--- src/rtl/hazard_scoreboard_pkg.sv ---
// Shared types and constants for the decode-stage hazard scoreboard.
// Forward-select encodings and the scoreboard entry layout live here.
package hazard_scoreboard_pkg;

  localparam logic [1:0] FWD_REGFILE = 2'd0;
  localparam logic [1:0] FWD_EXMEM   = 2'd1;
  localparam logic [1:0] FWD_MEMWB   = 2'd2;
  localparam logic [1:0] FWD_WB      = 2'd3;

  typedef struct packed {
    logic       valid;
    logic [4:0] num;
    logic       load;
  } sbEntry_t;

  // Slot 0 holds the producer now entering EX, so its value sits in EX/MEM next cycle.
  function automatic logic [1:0] fwdSelect(input logic anyHit, input logic [1:0] youngest,
                                           input logic wbBypass);
    logic [1:0] sel;
    sel = FWD_REGFILE;
    if (anyHit) begin
      case (youngest)
        2'd0:    sel = FWD_EXMEM;
        2'd1:    sel = FWD_MEMWB;
        default: sel = wbBypass ? FWD_REGFILE : FWD_WB;
      endcase
    end
    return sel;
  endfunction

endpackage

--- src/rtl/hazard_slot_match.sv ---
// Compares one decode read-register number against every scoreboard slot.
// Reports the per-slot hit vector, the youngest (lowest-index) hit and a load-use hit on slot 0.
module hazard_slot_match
  import hazard_scoreboard_pkg::*;
#(
  parameter int DEPTH = 3
) (
  input  logic [4:0]            i_readNum,
  input  sbEntry_t [DEPTH-1:0]  i_slots,
  output logic [DEPTH-1:0]      o_hit,
  output logic [1:0]            o_youngest,
  output logic                  o_loadHit
);

  logic [DEPTH-1:0] w_hit;

  // Register 0 is hard-wired, so it never creates a dependency.
  always_comb begin
    w_hit = '0;
    for (int k = 0; k < DEPTH; k++) begin
      w_hit[k] = (i_readNum != 5'd0) && i_slots[k].valid && (i_slots[k].num == i_readNum);
    end
  end

  always_comb begin
    o_youngest = 2'd0;
    for (int k = DEPTH - 1; k >= 0; k--) begin
      if (w_hit[k]) o_youngest = 2'(k);
    end
  end

  assign o_hit     = w_hit;
  assign o_loadHit = w_hit[0] && i_slots[0].load;

endmodule

--- src/rtl/hazard_scoreboard.sv ---
// Decode-stage hazard unit: a shift-register scoreboard of in-flight writes driving decode stall.
// Define HAZARD_FORWARD_EN for load-use-only stalls plus registered forward selects (DEPTH must be 3).
module hazard_scoreboard
  import hazard_scoreboard_pkg::*;
#(
  parameter int DEPTH     = 3,
  parameter bit WB_BYPASS = 1'b0
) (
  input  logic        clk,
  input  logic        clr,
  input  logic [4:0]  reg_read1_num_realtime,
  input  logic [4:0]  reg_read2_num_realtime,
  input  logic        id_write_en,
  input  logic [4:0]  id_write_num,
  input  logic        id_is_load,
  input  logic        flush,
  output logic        stall,
  output logic [1:0]  fwd1_sel,
  output logic [1:0]  fwd2_sel,
  output logic [31:0] stall_count
);

  sbEntry_t [DEPTH-1:0] r_slots;
  sbEntry_t             w_issue;
  logic [DEPTH-1:0]     w_hit1;
  logic [DEPTH-1:0]     w_hit2;
  logic [1:0]           w_young1;
  logic [1:0]           w_young2;
  logic                 w_loadHit1;
  logic                 w_loadHit2;
  logic                 w_stall;
  logic [31:0]          r_stallCount;

  hazard_slot_match #(.DEPTH(DEPTH)) u_match1 (
    .i_readNum  (reg_read1_num_realtime),
    .i_slots    (r_slots),
    .o_hit      (w_hit1),
    .o_youngest (w_young1),
    .o_loadHit  (w_loadHit1)
  );

  hazard_slot_match #(.DEPTH(DEPTH)) u_match2 (
    .i_readNum  (reg_read2_num_realtime),
    .i_slots    (r_slots),
    .o_hit      (w_hit2),
    .o_youngest (w_young2),
    .o_loadHit  (w_loadHit2)
  );

`ifdef HAZARD_FORWARD_EN
  logic [1:0] r_fwd1Sel;
  logic [1:0] r_fwd2Sel;

  assign w_stall = !flush && (w_loadHit1 || w_loadHit2);

  // Selects latch alongside decode's pipeline register, so a bubble carries select 0.
  always_ff @(posedge clk) begin
    if (clr) begin
      r_fwd1Sel <= FWD_REGFILE;
      r_fwd2Sel <= FWD_REGFILE;
    end else if (w_stall || flush) begin
      r_fwd1Sel <= FWD_REGFILE;
      r_fwd2Sel <= FWD_REGFILE;
    end else begin
      r_fwd1Sel <= fwdSelect(|w_hit1, w_young1, WB_BYPASS);
      r_fwd2Sel <= fwdSelect(|w_hit2, w_young2, WB_BYPASS);
    end
  end

  assign fwd1_sel = r_fwd1Sel;
  assign fwd2_sel = r_fwd2Sel;
`else
  localparam logic [DEPTH-1:0] HAZARD_MASK =
    WB_BYPASS ? {1'b0, {(DEPTH-1){1'b1}}} : {DEPTH{1'b1}};

  logic w_unused;

  assign w_stall  = !flush && ((|(w_hit1 & HAZARD_MASK)) || (|(w_hit2 & HAZARD_MASK)));
  assign fwd1_sel = FWD_REGFILE;
  assign fwd2_sel = FWD_REGFILE;
  assign w_unused = ^{w_young1, w_young2, w_loadHit1, w_loadHit2};
`endif

  // A stalled or squashed decode instruction enters the pipe as a bubble.
  always_comb begin
    w_issue       = '0;
    w_issue.valid = id_write_en && (id_write_num != 5'd0) && !w_stall && !flush;
    w_issue.num   = id_write_num;
    w_issue.load  = id_is_load;
  end

  always_ff @(posedge clk) begin
    if (clr) begin
      r_slots      <= '0;
      r_stallCount <= '0;
    end else begin
      r_slots[0] <= w_issue;
      for (int k = 1; k < DEPTH; k++) begin
        r_slots[k] <= r_slots[k-1];
      end
      if (w_stall && (r_stallCount != 32'hFFFF_FFFF)) begin
        r_stallCount <= r_stallCount + 32'd1;
      end
    end
  end

  assign stall       = w_stall;
  assign stall_count = r_stallCount;

endmodule

--- config.mk ---
export PLATFORM = sky130hd
export DESIGN_NAME = hazard_scoreboard
export DESIGN_NICKNAME = d
export VERILOG_FILES = /design/src/rtl/hazard_scoreboard_pkg.sv /design/src/rtl/hazard_slot_match.sv /design/src/rtl/hazard_scoreboard.sv
export SDC_FILE = /design/constraint.sdc
export NUM_CORES = 1
export LEC_CHECK = 0
export CAP_MARGIN = 20
export CORE_UTILIZATION = 45
export CTS_BUF_LIST = sky130_fd_sc_hd__clkbuf_4 sky130_fd_sc_hd__clkbuf_8
export CTS_CLUSTER_SIZE = 10
export DETAILED_ROUTE_END_ITERATION = 10
export PLACE_DENSITY_LB_ADDON = 0.2
export SLEW_MARGIN = 25
export SYNTH_ARGS = -nofsm -noshare
export SYNTH_HDL_FRONTEND = slang
export SYNTH_SLANG_ARGS = --single-unit
--- constraint.sdc ---
create_clock -name clk -period 6.65 [get_ports clk]
set_clock_uncertainty 0.2 [all_clocks]
set_input_delay 1.33 -clock clk [delete_from_list [all_inputs] [get_ports clk]]
set_output_delay 1.33 -clock clk [all_outputs]
set_load 0.005 [all_outputs]
==> summary.txt <==
Outcome: finished clean
Fin cells: 444
Reg2reg setup slack: 3.62 ns
Most frequent cell after synthesis: dfxtp_1
TNS Setup: 0 ns
Post-synth top area share: 35.09%
Core area: 0.006026 mm2
Switching pwr: 0.1376 mW
Cell taking the most area after synthesis: dfxtp_1
Most common cell on crit path: clkdlybuf4s50_1
Pwr dens: 165.9 mW/mm2
Final min period: 5.038 ns
Largest net degree at the start of global routing: 76
TritonCTS clock tree: yes
Type of the most critical hold path: reg -> reg
Clk sinks: 50
Vias in the first global route: 2236
Clock tree buffer depth: 2
MaxCap Viol Count: 0
Final Hold Vio Count: 0
Hold_sp: r_slots[13]
NumNets Final: 389
Hold depth: 2
FILL cells: 566
Reg clk slew, reported paths: 0.10 ns
Post-Syn Area: 0.002853 mm2
Die Y: 81.62 um
Maximum VDD drop: 87.71 uV
Vias per Instance: 5.396
Yosys warning total: 0
DR vias: 2396
Post-synth top cells: dfxtp_1 (50), nor2b_1 (40), nor2_1 (35), xnor2_1 (26), mux2_1 (24)
CP cell instances: clkdlybuf4s50_1 -> xnor2_1 -> nand4_1 -> o32ai_1 -> a221oi_4 -> nor2_1 -> clkdlybuf4s50_1
Layout Utilization: 57.99%
Slew Limit Fails: 0
Post-CTS sizing: 0
Critical path fanouts, max: 4
Synth cell types: 48
Initial Util: 47.34%
CTS Hold Buffers Added: 0
Largest cells by area after synthesis: dfxtp_1 (35%), mux2_1 (9.5%), nor2b_1 (8.8%)
Skew-Pair Late Insertion Delay: 0.30 ns
DRC Markers: 0
Die area: 0.006662 mm2
CP arrival: 3.51 ns
FMAX: 0.1985 GHz
Tot GR Track Use: 19.55%
Crit path kind: in -> out
Final WL: 6.249 mm
Final ANT Viol Nets: 0
Register share of total power: 53.0%
Yosys reg bits: 50
P&R area growth vs syn: 22.50%
EDFF count, synth: 0
Drt pass-1 iters: 4
Port bufs: 51
Logic pwr share: 9.2%
Max stage delay on crit path: 0.54 ns
Row count: 28
CTS Buf Count: 5
Proportion of layout cells with a drive suffix above 1: 5.420%
R2r endpoint: stall_count[7]
Setup crit end kind: output pin
Chip Width: 81.62 um
Ys async rst share: 0%
H-Tree Depth: 2
CP Buf/Inv Count: 2
Pleak: 1.212 nW
Root Driver: clkbuf_8
Sw frac: 23.73%
Period Utilization, post-route: 75.75%
Syn Inst Count: 326
CP delay by family, top: buffers and inverters
Setup violators final: 0
CP max-delay cell: clkdlybuf4s50_1
Final instance area: 0.003495 mm2
Internal power: 0.4422 mW
R2R Path Start: stall_count[0]
Startpoint types: primary input
Top_reg_cell synth: dfxtp_1
Placed Cells: 436
First-pass GRT wire length: 10.03 mm
Clock power frac: 37.8%
Total setup buffers inserted after CTS: 0
Avg Synthesized Cell Area: 8.751 um2
Seq/Total Area, Yosys: 35.09%
Placer congestion estimate: 0.9035
Slew HR: 50.90%
Drt first-iter violations: 116
GRT Residual Overflow: 0
FF-to-FF path depth: 8
WHS Endpoint: r_slots[20]
Worst Tran Pin Value: 0.7364 ns
RSZ-0062 raised after global routing: false
Worst Path Required: 5.12 ns
Initial antenna violation count: 0
I/O Pins: 57
Average wire per standard cell: 14.07 um
# diodes: 0
Post-DP HPWL: 4.262 mm
DP Area: 0.003382 mm2
worst min-delay path, stage by stage, from the launching register on:
cell     delay (ns)
dfxtp_1        0.31
inv_1          0.10
nor2_1         0.06
per-stage QoR:
step | total power [mW] | setup slack [ns] | hold slack [ns]
2_1_floorplan | 0.3472 | 2.660 | 0.2372
3_3_place_gp | 0.3666 | 1.615 | 0.2682
3_5_place_dp | 0.3676 | 1.599 | 0.2824
4_1_cts | 0.5871 | 1.582 | 0.2960
5_1_grt | 0.6065 | 1.476 | 0.3311
6_report | 0.5798 | 1.612 | 0.2987
metal layers:
layer  vias up  GRT usage (%)  wire length [um]
met3        10          3.556               235
met1      1113          25.83              3129
met4         0          7.193                83
met2        45          31.67              2801
met5         -              0                 0
li1       1228              -                 -
worst max-delay path by stage:
stage | startpoint | end | slack [ns] | cells past startpoint
6_report | reg_read1_num_realtime[0] | stall | 1.61 | 7
3_5_place_dp | reg_read1_num_realtime[0] | stall | 1.60 | 7
2_1_floorplan | reg_read2_num_realtime[0] | stall | 2.66 | 7
3_3_place_gp | reg_read2_num_realtime[4] | stall | 1.62 | 7
5_1_grt | reg_read1_num_realtime[3] | stall | 1.48 | 7
4_1_cts | reg_read1_num_realtime[0] | stall | 1.58 | 7
logic make-up after synthesis:
family | Yosys count | synth area share, %
simple gates | 171 | 35.04
fa+ha+maj | 1 | 0.4385
xor+xnor | 30 | 9.210
flops | 50 | 35.09
buf+inv | 27 | 5.044
other cells | 1 | 0.1315
compound gates | 21 | 5.220
mux | 25 | 9.825
power groups by stage:
| stage | Clock (mW) | Combinational [mW] | Sequential [mW] |
|---|---|---|---|
| final | 0.219 | 0.0531 | 0.307 |
| after global routing | 0.240 | 0.0585 | 0.308 |
| after CTS | 0.226 | 0.0533 | 0.307 |
| after detailed placement | 0 | 0.0531 | 0.315 |
| after global placement | 0 | 0.0522 | 0.314 |
| after floorplan | 0 | 0.0337 | 0.314 |
state kept, by name, summed over array words and instances (netlist names):
| name | flops |
|---|---|
| stall_count | 32 |
| r_slots | 18 |
area by class of cell:
cell class / instances / area (um2) / share of cell area, %
Clock buffer: 5 / 68.82 / 1.969
Clock inverter: 3 / 43.79 / 1.253
Inverter: 4 / 15.01 / 0.4296
Multi-Input combinational cell: 252 / 1737 / 49.70
Sequential cell: 50 / 1001 / 28.64
Tap cell: 75 / 93.84 / 2.685
Timing Repair Buffer: 55 / 535.5 / 15.32
placed cells by master, fill, tap and decap left out, drive strengths merged, types with 6 or more instances in the layout:
| cell type | Yosys | routed |
|---|---|---|
| clkdlybuf4s50 | 0 | 50 |
| dfxtp | 50 | 50 |
| nor2b | 40 | 40 |
| nor2 | 35 | 35 |
| xnor2 | 26 | 26 |
| mux2 | 24 | 24 |
| nor4 | 19 | 19 |
| nand2 | 17 | 17 |
| nand4 | 13 | 13 |
| nand3 | 9 | 9 |
| nor3 | 7 | 7 |
| or4 | 6 | 6 |
| a21oi | 6 | 6 |
No activity file was read; power rests on OpenSTA's default activity.
